**src/rtl/trap_pkg.sv**
```systemverilog
// Shared types and constants for the machine-mode trap controller.
// State encoding, cause codes, mstatus bit positions and privilege levels.
package trap_pkg;

  typedef enum logic [1:0] {
    S_IDLE,
    S_ENTER,
    S_RETURN,
    S_REDIR
  } state_e;

  typedef enum logic [2:0] {
    SEL_NONE,
    SEL_EXC,
    SEL_IRQ,
    SEL_RET,
    SEL_ILL
  } sel_e;

  localparam logic [3:0] CAUSE_ILLEGAL = 4'd2;
  localparam logic [3:0] CAUSE_MSI     = 4'd3;
  localparam logic [3:0] CAUSE_MTI     = 4'd7;
  localparam logic [3:0] CAUSE_MEI     = 4'd11;

  localparam int MS_MIE    = 3;
  localparam int MS_MPIE   = 7;
  localparam int MS_MPP_LO = 11;
  localparam int MS_MPP_HI = 12;

  localparam logic [1:0] PRIV_U = 2'b00;
  localparam logic [1:0] PRIV_S = 2'b01;
  localparam logic [1:0] PRIV_M = 2'b11;

endpackage

```
**src/rtl/trap_controller_if.sv**
```systemverilog
// Bundle between the trap controller and its CSR file / fetch neighbours.
// slave is the controller side, master the environment side.
interface trap_controller_if #(
  parameter int XLEN = 64
);
  logic            boundary;
  logic            exc_req;
  logic [3:0]      exc_code;
  logic [XLEN-1:0] exc_val;
  logic [XLEN-1:0] exc_pc;
  logic            mret_req;
  logic [XLEN-1:0] mip_in;
  logic [XLEN-1:0] mie_in;
  logic [XLEN-1:0] mstatus_in;
  logic [XLEN-1:0] mtvec_in;
  logic [XLEN-1:0] mepc_in;
  logic            redirect_ready;
  logic            trap_taken;
  logic            trap_done;
  logic [XLEN-1:0] mepc_next;
  logic [XLEN-1:0] mcause_next;
  logic [XLEN-1:0] mtval_next;
  logic [XLEN-1:0] mstatus_next;
  logic [1:0]      priv_lvl;
  logic            redirect_valid;
  logic [XLEN-1:0] redirect_pc;
  logic            stall;

  modport slave (
    input  boundary, exc_req, exc_code, exc_val, exc_pc, mret_req,
    input  mip_in, mie_in, mstatus_in, mtvec_in, mepc_in,
    input  redirect_ready,
    output trap_taken, trap_done,
    output mepc_next, mcause_next, mtval_next, mstatus_next,
    output priv_lvl, redirect_valid, redirect_pc, stall
  );

  modport master (
    output boundary, exc_req, exc_code, exc_val, exc_pc, mret_req,
    output mip_in, mie_in, mstatus_in, mtvec_in, mepc_in,
    output redirect_ready,
    input  trap_taken, trap_done,
    input  mepc_next, mcause_next, mtval_next, mstatus_next,
    input  priv_lvl, redirect_valid, redirect_pc, stall
  );

endinterface

```
**src/rtl/irq_prio_enc.sv**
```systemverilog
// Machine interrupt priority encoder: MEI > MSI > MTI.
// Only the three machine-level sources produce a valid code.
module irq_prio_enc
  import trap_pkg::*;
#(
  parameter int XLEN = 64
) (
  input  logic [XLEN-1:0] pend_i,
  output logic            valid_o,
  output logic [3:0]      code_o
);

  logic unused_pend;
  assign unused_pend = ^{pend_i[XLEN-1:12], pend_i[10:8],
                         pend_i[6:4], pend_i[2:0]};

  always_comb begin
    valid_o = 1'b1;
    code_o  = CAUSE_MEI;
    priority case (1'b1)
      pend_i[11]: code_o = CAUSE_MEI;
      pend_i[3]:  code_o = CAUSE_MSI;
      pend_i[7]:  code_o = CAUSE_MTI;
      default: begin
        valid_o = 1'b0;
        code_o  = 4'd0;
      end
    endcase
  end

endmodule

```
**src/rtl/trap_controller.sv**
```systemverilog
// Machine-mode trap entry / MRET sequencer with privilege and redirect.
// TRAP_VECTORED_EN: vectored mtvec mode for interrupts.
module trap_controller
  import trap_pkg::*;
#(
  parameter int         XLEN       = 64,
  parameter logic [1:0] RESET_PRIV = PRIV_M
) (
  input logic              clk,
  input logic              rst,
  trap_controller_if.slave bus
);

  state_e          state_q;
  logic [1:0]      priv_q, npriv_q;
  logic            taken_q, done_q, rvalid_q;
  logic [XLEN-1:0] mepc_q, mcause_q, mtval_q, mstatus_q;
  logic [XLEN-1:0] rpc_q, tgt_q;

  logic            irq_vld, irq_en;
  logic [3:0]      irq_code;
  logic [XLEN-1:0] pend, base, irq_tgt;
  logic [XLEN-1:0] ms_trap, ms_ret;
  logic [XLEN-1:0] t_cause, t_val, t_tgt;
  sel_e            sel;

  assign pend = bus.mip_in & bus.mie_in;
  assign base = {bus.mtvec_in[XLEN-1:2], 2'b00};

  irq_prio_enc #(.XLEN(XLEN)) u_enc (
    .pend_i  (pend),
    .valid_o (irq_vld),
    .code_o  (irq_code)
  );

  assign irq_en = irq_vld &&
                  (priv_q != PRIV_M || bus.mstatus_in[MS_MIE]);

`ifdef TRAP_VECTORED_EN
  assign irq_tgt = (bus.mtvec_in[1:0] == 2'b01)
                 ? base + XLEN'({irq_code, 2'b00})
                 : base;
  logic unused_pc;
  assign unused_pc = ^bus.exc_pc[1:0];
`else
  assign irq_tgt = base;
  logic unused_lo;
  assign unused_lo = ^{bus.mtvec_in[1:0], bus.exc_pc[1:0]};
`endif

  always_comb begin
    sel = SEL_NONE;
    if (bus.boundary) begin
      priority case (1'b1)
        bus.exc_req: sel = SEL_EXC;
        irq_en:      sel = SEL_IRQ;
        bus.mret_req:
          sel = (priv_q == PRIV_M) ? SEL_RET : SEL_ILL;
        default:     sel = SEL_NONE;
      endcase
    end
  end

  always_comb begin
    ms_trap = bus.mstatus_in;
    ms_trap[MS_MPIE] = bus.mstatus_in[MS_MIE];
    ms_trap[MS_MIE]  = 1'b0;
    ms_trap[MS_MPP_HI:MS_MPP_LO] = priv_q;
    ms_ret = bus.mstatus_in;
    ms_ret[MS_MIE]  = bus.mstatus_in[MS_MPIE];
    ms_ret[MS_MPIE] = 1'b1;
    ms_ret[MS_MPP_HI:MS_MPP_LO] = PRIV_U;
  end

  always_comb begin
    t_cause = {{(XLEN-4){1'b0}}, bus.exc_code};
    t_val   = bus.exc_val;
    t_tgt   = base;
    unique case (sel)
      SEL_IRQ: begin
        t_cause = {1'b1, {(XLEN-5){1'b0}}, irq_code};
        t_val   = '0;
        t_tgt   = irq_tgt;
      end
      SEL_ILL: begin
        t_cause = {{(XLEN-4){1'b0}}, CAUSE_ILLEGAL};
        t_val   = '0;
      end
      default: ;
    endcase
  end

  always_ff @(posedge clk) begin
    if (rst) begin
      state_q   <= S_IDLE;
      priv_q    <= RESET_PRIV;
      npriv_q   <= RESET_PRIV;
      taken_q   <= 1'b0;
      done_q    <= 1'b0;
      rvalid_q  <= 1'b0;
      mepc_q    <= '0;
      mcause_q  <= '0;
      mtval_q   <= '0;
      mstatus_q <= '0;
      rpc_q     <= '0;
      tgt_q     <= '0;
    end else begin
      taken_q <= 1'b0;
      done_q  <= 1'b0;
      unique case (state_q)
        S_IDLE: begin
          unique case (sel)
            SEL_EXC, SEL_IRQ, SEL_ILL: begin
              state_q   <= S_ENTER;
              taken_q   <= 1'b1;
              mepc_q    <= {bus.exc_pc[XLEN-1:2], 2'b00};
              mcause_q  <= t_cause;
              mtval_q   <= t_val;
              mstatus_q <= ms_trap;
              tgt_q     <= t_tgt;
            end
            SEL_RET: begin
              state_q   <= S_RETURN;
              done_q    <= 1'b1;
              mepc_q    <= bus.mepc_in;
              mstatus_q <= ms_ret;
              tgt_q     <= bus.mepc_in;
              npriv_q   <= bus.mstatus_in[MS_MPP_HI:MS_MPP_LO];
            end
            default: ;
          endcase
        end
        S_ENTER: begin
          priv_q   <= PRIV_M;
          rvalid_q <= 1'b1;
          rpc_q    <= tgt_q;
          state_q  <= S_REDIR;
        end
        S_RETURN: begin
          priv_q   <= npriv_q;
          rvalid_q <= 1'b1;
          rpc_q    <= tgt_q;
          state_q  <= S_REDIR;
        end
        S_REDIR: begin
          if (bus.redirect_ready) begin
            rvalid_q <= 1'b0;
            state_q  <= S_IDLE;
          end
        end
        default: state_q <= S_IDLE;
      endcase
    end
  end

  assign bus.trap_taken     = taken_q;
  assign bus.trap_done      = done_q;
  assign bus.mepc_next      = mepc_q;
  assign bus.mcause_next    = mcause_q;
  assign bus.mtval_next     = mtval_q;
  assign bus.mstatus_next   = mstatus_q;
  assign bus.priv_lvl       = priv_q;
  assign bus.redirect_valid = rvalid_q;
  assign bus.redirect_pc    = rpc_q;
  assign bus.stall          = (state_q != S_IDLE);

endmodule

```
**src/flat_wrapper.sv**
```systemverilog
// flat-port wrapper written by rule: the top's interface ports become plain ports
module trap_controller_flat import trap_pkg::*;
#(
  parameter int         XLEN       = 64,
  parameter logic [1:0] RESET_PRIV = PRIV_M
)
  (clk, rst, bus_boundary, bus_exc_req, bus_exc_code, bus_exc_val, bus_exc_pc, bus_mret_req, bus_mip_in, bus_mie_in, bus_mstatus_in, bus_mtvec_in, bus_mepc_in, bus_redirect_ready, bus_trap_taken, bus_trap_done, bus_mepc_next, bus_mcause_next, bus_mtval_next, bus_mstatus_next, bus_priv_lvl, bus_redirect_valid, bus_redirect_pc, bus_stall);
  trap_controller_if #(.XLEN(XLEN)) bus_i ();
  input logic clk;
  input logic rst;
  input wire logic [$bits(bus_i.boundary)-1:0] bus_boundary;
  input wire logic [$bits(bus_i.exc_req)-1:0] bus_exc_req;
  input wire logic [$bits(bus_i.exc_code)-1:0] bus_exc_code;
  input wire logic [$bits(bus_i.exc_val)-1:0] bus_exc_val;
  input wire logic [$bits(bus_i.exc_pc)-1:0] bus_exc_pc;
  input wire logic [$bits(bus_i.mret_req)-1:0] bus_mret_req;
  input wire logic [$bits(bus_i.mip_in)-1:0] bus_mip_in;
  input wire logic [$bits(bus_i.mie_in)-1:0] bus_mie_in;
  input wire logic [$bits(bus_i.mstatus_in)-1:0] bus_mstatus_in;
  input wire logic [$bits(bus_i.mtvec_in)-1:0] bus_mtvec_in;
  input wire logic [$bits(bus_i.mepc_in)-1:0] bus_mepc_in;
  input wire logic [$bits(bus_i.redirect_ready)-1:0] bus_redirect_ready;
  output wire logic [$bits(bus_i.trap_taken)-1:0] bus_trap_taken;
  output wire logic [$bits(bus_i.trap_done)-1:0] bus_trap_done;
  output wire logic [$bits(bus_i.mepc_next)-1:0] bus_mepc_next;
  output wire logic [$bits(bus_i.mcause_next)-1:0] bus_mcause_next;
  output wire logic [$bits(bus_i.mtval_next)-1:0] bus_mtval_next;
  output wire logic [$bits(bus_i.mstatus_next)-1:0] bus_mstatus_next;
  output wire logic [$bits(bus_i.priv_lvl)-1:0] bus_priv_lvl;
  output wire logic [$bits(bus_i.redirect_valid)-1:0] bus_redirect_valid;
  output wire logic [$bits(bus_i.redirect_pc)-1:0] bus_redirect_pc;
  output wire logic [$bits(bus_i.stall)-1:0] bus_stall;
  assign bus_i.boundary = bus_boundary;
  assign bus_i.exc_req = bus_exc_req;
  assign bus_i.exc_code = bus_exc_code;
  assign bus_i.exc_val = bus_exc_val;
  assign bus_i.exc_pc = bus_exc_pc;
  assign bus_i.mret_req = bus_mret_req;
  assign bus_i.mip_in = bus_mip_in;
  assign bus_i.mie_in = bus_mie_in;
  assign bus_i.mstatus_in = bus_mstatus_in;
  assign bus_i.mtvec_in = bus_mtvec_in;
  assign bus_i.mepc_in = bus_mepc_in;
  assign bus_i.redirect_ready = bus_redirect_ready;
  assign bus_trap_taken = bus_i.trap_taken;
  assign bus_trap_done = bus_i.trap_done;
  assign bus_mepc_next = bus_i.mepc_next;
  assign bus_mcause_next = bus_i.mcause_next;
  assign bus_mtval_next = bus_i.mtval_next;
  assign bus_mstatus_next = bus_i.mstatus_next;
  assign bus_priv_lvl = bus_i.priv_lvl;
  assign bus_redirect_valid = bus_i.redirect_valid;
  assign bus_redirect_pc = bus_i.redirect_pc;
  assign bus_stall = bus_i.stall;
  trap_controller #(.XLEN(XLEN), .RESET_PRIV(RESET_PRIV)) u_core (.clk(clk), .rst(rst), .bus(bus_i));
endmodule
```
**config.mk**
```make
export PLATFORM = sky130hd
export DESIGN_NAME = trap_controller_flat
export DESIGN_NICKNAME = d
export VERILOG_FILES = /design/src/rtl/trap_pkg.sv /design/src/rtl/trap_controller_if.sv /design/src/rtl/irq_prio_enc.sv /design/src/rtl/trap_controller.sv /design/src/flat_wrapper.sv
export SDC_FILE = /design/constraint.sdc
export NUM_CORES = 1
export LEC_CHECK = 0
export ABC_AREA = 1
export CORE_AREA = 2 2 308 310
export DETAILED_ROUTE_END_ITERATION = 10
export DIE_AREA = 0 0 310 312
export GPL_TIMING_DRIVEN = 0
export SLEW_MARGIN = 10
export SYNTH_ARGS = -nofsm -noshare
export SYNTH_HDL_FRONTEND = slang
export SYNTH_SLANG_ARGS = --single-unit
```
**constraint.sdc**
```tcl
create_clock -name clk -period 1.8 [get_ports clk]
set_input_delay 0.36 -clock clk [delete_from_list [all_inputs] [get_ports clk]]
set_output_delay 0.36 -clock clk [all_outputs]
set_load 0.02 [all_outputs]
```
Word level (Yosys, flattened, before mapping)
Cells that the tools add are included.
{"block": "word_totals", "reg_bits": 393, "output_inout_bits": 326}
{"block": "classes", "n_bitwise": 2, "reduce_logical": 16, "muxes": 24, "n_eq_ne": 11}
{"operator": "$pmux W64 S2", "count": 4}
{"operator": "$mux W64", "count": 1}
{"operator": "$mux W3", "count": 7}
{"operator": "$and A12 B12 Y12", "count": 1}
{"operator": "$reduce_and A2 Y1", "count": 5}
{"operator": "$pmux W2 S2", "count": 2}
{"operator": "$reduce_bool A2 Y1", "count": 4}
{"operator": "$eq A2 B2 Y1 const B", "count": 3}
{"operator": "$eq A3 B2 Y1 const B", "count": 2}
{"operator": "$mux W1", "count": 6}
{"operator": "$pmux W2 S3", "count": 1}
{"operator": "$reduce_or A2 Y1", "count": 3}
{"operator": "$mux W4", "count": 1}
{"operator": "$ne A2 B2 Y1 const B", "count": 2}
{"operator": "$eq A3 B1 Y1 const B", "count": 1}
{"operator": "$eq A3 B3 Y1 const B", "count": 1}
{"operator": "$ne A3 B3 Y1 const B", "count": 1}
{"operator": "$reduce_or A3 Y1", "count": 1}
{"operator": "$eq A2 B1 Y1 const B", "count": 1}
{"operator": "$logic_not A2 Y1", "count": 1}
{"operator": "$mux W2", "count": 1}
{"operator": "$pmux W1 S2", "count": 1}
{"operator": "$logic_and A1 B1 Y1", "count": 1}
{"operator": "$logic_or A1 B1 Y1", "count": 1}
{"operator": "$not A1 Y1", "count": 1}

Depth between registers and ports, before layout
{"block": "depth", "word_depth": 12, "ltp_mapped": 13, "mapped_depth_nobuf": 11}

Modules after synthesis
A second synthesis with hierarchy kept.
{"block": "hier_totals", "hier_cells": 2265, "area_unflattened_um2": 15825.2}
{"module": "trap_controller", "area_each_um2": 15781.4, "cells_per_inst": 2257, "instances": 1}
{"module": "irq_prio_enc", "area_each_um2": 43.8, "cells_per_inst": 8, "instances": 1}

Worst setup path before layout
Ideal clock, no wire load.
{"block": "synth_timing", "path_kind": "flip-flop to flip-flop", "from": "reg u_core.state_q[0]", "to": "reg u_core.rpc_q[57], in the netlist u_core.bus.redirect_pc[57]", "n_path_buf": 3, "setup_slack_ps": 37, "stages_incl_launch_ff": 9, "arrival_time_ps": 1698, "setup_time_ps": 65, "cell_sequence": "dfxtp_1 -> inv_1 -> ha_1 -> clkbuf_1 -> inv_1 -> clkbuf_1 -> clkbuf_1 -> nor2_1 -> nor2_1"}
{"block": "synth_between", "elab_chain_cells": 2}
{"item": "start, declared", "line_no": "trap_controller.sv:14", "rtl": "state_e state_q;"}
{"item": "start signal, assigned", "line_no": "trap_controller.sv:95", "rtl": "state_q <= S_IDLE;"}
{"item": "start signal, assigned", "line_no": "trap_controller.sv:114", "rtl": "state_q <= S_ENTER;"}
{"item": "start signal, assigned", "line_no": "trap_controller.sv:123", "rtl": "state_q <= S_RETURN;"}
{"item": "$eq A2 B1 Y1 or $eq A2 B2 Y1 (tied branches)", "line_no": "trap_controller.sv:110", "rtl": "unique case (state_q)"}
{"item": "$reduce_or A2 Y1 (no line) (*)"}
{"item": "end signal, assigned", "line_no": "trap_controller.sv:136", "rtl": "rpc_q <= tgt_q;"}
{"item": "end signal, assigned", "line_no": "trap_controller.sv:142", "rtl": "rpc_q <= tgt_q;"}
{"item": "end, declared", "line_no": "trap_controller.sv:18", "rtl": "logic [XLEN-1:0] rpc_q, tgt_q;"}
Mark *: on every way between the ends. The rest lies on a longest branch, timed or not.
A chain may end at the register's enable or synchronous reset.

Worst setup path after layout
{"block": "layout_timing", "from": "in bus_boundary", "to": "reg u_core.mepc_q[16], in the netlist u_core.bus.mepc_next[16]"}
{"block": "layout_between", "elab_chain_cells": 5}
{"item": "start, declared", "line_no": "flat_wrapper.sv:11", "rtl": "input wire logic [$bits(bus_i.boundary)-1:0] bus_boundary;"}
{"item": "$mux W3 (*)", "line_no": "trap_controller.sv:53", "rtl": "if (bus.boundary) begin"}
{"item": "$eq A3 B1 Y1 (tied with other cells)", "line_no": "trap_controller.sv:112", "rtl": "unique case (sel)"}
{"item": "$reduce_or A3 Y1", "line_no": "trap_controller.sv:112"}
{"item": "$reduce_bool A2 Y1 (no line)"}
{"item": "$reduce_and A2 Y1 (no line)"}
{"item": "end signal, assigned", "line_no": "trap_controller.sv:116", "rtl": "mepc_q <= {bus.exc_pc[XLEN-1:2], 2'b00};"}
{"item": "end signal, assigned", "line_no": "trap_controller.sv:125", "rtl": "mepc_q <= bus.mepc_in;"}
{"item": "end, declared", "line_no": "trap_controller.sv:17", "rtl": "logic [XLEN-1:0] mepc_q, mcause_q, mtval_q, mstatus_q;"}
Marked as above.

==> reports/results.ini <==
[outcome]
status=complete, but fails checks
violations=setup timing

[die]
die_x_um=310
pin_count=784
fp.dieH_um=312
start_util=0.152
placeableCoreArea_um2=93000
floorplan.die_area_um2=96700
std_cell_rows=112

[yosys]
yosysSeqAreaShare=0.468
synthTopCellsByArea=dfxtp_1 (47%), nand2_1 (14%), nand3_1 (9.1%), a21oi_1 (4.9%), o21ai_0 (4.8%)
netlist_instances=1914
synth_top_area_frac=0.468
ys_types=28
synth_area_per_cell_um2=7.41
synth_top_cell_by_area=dfxtp_1
syn_area_um2=14200
yosysWarnings=0
ys_seq_elements=332

[sta]
rsz0062_at_grt=yes
finalSetupViolations=26
slew_violations=0
skew_ns=0.0191
layout_setup_ws_ns=-0.0632
min_period_ns=1.86
totalNegativeSetupSlack_ns=-0.745
relSlewSlack=0.453
tightestPinTransition_ns=0.821
post-route-period-util=1.04
whs_ns=0.342
hold_viol=0
clock.fmax_ghz=0.537

[clock_network]
cts_tree=built
cts_htree_levels=2
clkLatencyLatePin_ns=0.56
path_clk_slew_ns=0.06
cts-root-buf=clkbuf_16
cts_made_buffers=42
cts.sinks=332
clk_path_buf_depth=3

[setup_path]
endpoint_kind=flip-flop
critPathRequiredTime_ns=2.28
worstSetupStartpointType=primary input
cp_max_fo=8
cp.arrival_ns=2.34
setup.worst_path.class=primary input to flip-flop

[grt]
grtUsageTotal=0.158
grt_overflow_total=0
grt_pass1_wl_mm=110
antenna_found_initial=5
grt_pass1_vias=15500
grt_max_degree=13

[route]
wl_per_cell_um=20.2
drt-total-wl_mm=80.4
dr.first_iter.drc_count=885
via_count=15800
antenna_left=0
vias_per_cell=3.97
drc_errors=0
first_pass_iters=5

[power_and_ir_drop]
ir_drop_uv=659
cellPowerDensity_nw_per_um2=1210
p_leak_nw=12.3
fin_total_pwr_w=0.0330

[placed_design]
place_ws_ns=-1.68
dp_cells=3824
portBuffers=598
dp_hpwl_mm=57.8
place_congestion=0.835

[job]
maxCapViolations=0

[finish]
fin_cells=3981
syn2layout_area_growth_pct=91.6
drive_gt1_frac=0.281
nets=3154

[min_path]
hp-class=primary input to flip-flop

[registers in the layout (all words and copies together), names as in the netlist]
register and cells:
u_core.bus.redirect_valid 1, u_core.tgt_q 62, u_core.bus.mstatus_next 64, u_core.bus.mepc_next 64, u_core.npriv_q 2, u_core.bus.priv_lvl 2
u_core.bus.trap_done 1, u_core.bus.redirect_pc 64, u_core.bus.trap_taken 1, u_core.bus.mtval_next 64, u_core.bus.mcause_next 5, u_core.state_q 2
[synthesized netlist by cell type]
library cell  count
nand2_1         544
inv_4             1
clkbuf_1         68
a21oi_1         139
nand3_1         257
buf_4            75
conb_1            1
ha_1              4
buf_12            1
o21ai_1           2
a21oi_2          50
nand2_4           1
buf_1             7
nor2_1          151
o21ai_0         137
buf_6            13
nor3_1            1
nand2_2          52
o22ai_1           2
nor2_4            1
a21boi_0          1
buf_8             2
a22oi_1           1
buf_2            47
inv_1            20
dfxtp_1         332
inv_2             2
nand3_2           2
[power breakdown]
group          total [W]  switching [W]  leakage, nW  internal (W)
combinational     0.0142        0.00841         8.81       0.00581
clock            0.00927        0.00348        0.740       0.00579
sequential       0.00952       0.000749         2.72       0.00877
total             0.0330         0.0126         12.3        0.0204
[logic make-up (layout without fill, tap and decap cells)]
logic type	after synthesis	after routing	synth area share
other	1	62	0.000264
adder cells (fa/ha/maj)	4	4	0.00353
AND/OR/NAND/NOR	1009	1009	0.301
AO/OA/AOI/OAI	332	332	0.131
buffers and inverters	236	988	0.0962
flip-flops	332	332	0.468
[placed cells by master, fill, tap and decap left out, types with 54 or more instances in the layout]
cell | Yosys | final
a21oi_1 | 139 | 94
a21oi_2 | 50 | 95
buf_4 | 75 | 98
clkbuf_16 | 0 | 54
clkdlybuf4s50_1 | 0 | 331
conb_1 | 1 | 59
dfxtp_1 | 332 | 326
dlygate4sd2_1 | 0 | 254
nand2_1 | 544 | 363
nand2_2 | 52 | 132
nand2_4 | 1 | 89
nand3_1 | 257 | 181
nand3_2 | 2 | 69
nor2_1 | 151 | 148
o21ai_0 | 137 | 136
[cell type report]
cell class                 instances  area [µm²]
fill                           10100       65900
multi-input combinational       1404        8120
timing repair buffer             685        7240
sequential                       332        6660
buffer                           202        1910
tap                             1254        1570
clock buffer                      57        1230
clock inverter                    19         285
inverter                          23         125
timing repair inverter             2        40.0
antenna                            3        7.51
[layer usage]
layer,up-vias,wire (µm),GRT usage
met2,555,37000,0.259
met5,-,13,0
met3,107,5660,0.0391
met1,7407,35300,0.202
li1,7734,-,-
met4,2,2410,0.0489
[worst max-delay path: stages]
cell	delay (ns)
clkdlybuf4s50_1	0.58
nand3_2	0.14
nor2_4	0.14
nand2_4	0.09
nor2_4	0.17
inv_8	0.07
nand2_8	0.09
buf_6	0.10
buf_12	0.15
buf_12	0.13
buf_12	0.11
nand2_2	0.05
a21oi_2	0.11
[repair_timing]
item	in CTS	in global routing
pin swaps	69	56
cloned	34	4
buffers inserted	51	10
resized for setup	823	239
hold buffers	0	0
endpoints found under the hold margin	0	0
endpoints found under the setup margin	598	284
[final timing paths]
path | from | slack [ns] | endpoint | cells after the start
min | bus_mstatus_in[11] | 0.34 | u_core.npriv_q[0] | 3
max reg2reg | u_core.bus.priv_lvl[0] | -0.02 | u_core.bus.mepc_next[16] | 14
max | bus_boundary | -0.06 | u_core.bus.mepc_next[16] | 13
min reg2reg | u_core.bus.mepc_next[33] | 0.47 | u_core.bus.mepc_next[33] | 2
[metrics by stage]
step,util,instance area [µm²]
after global routing,0.292,27200
after global placement,0.236,22000
after CTS,0.285,26600
after floorplan,-,14400
after detailed placement,0.236,22000
final,0.292,27200
No activity file was read; power rests on OpenSTA's default activity.
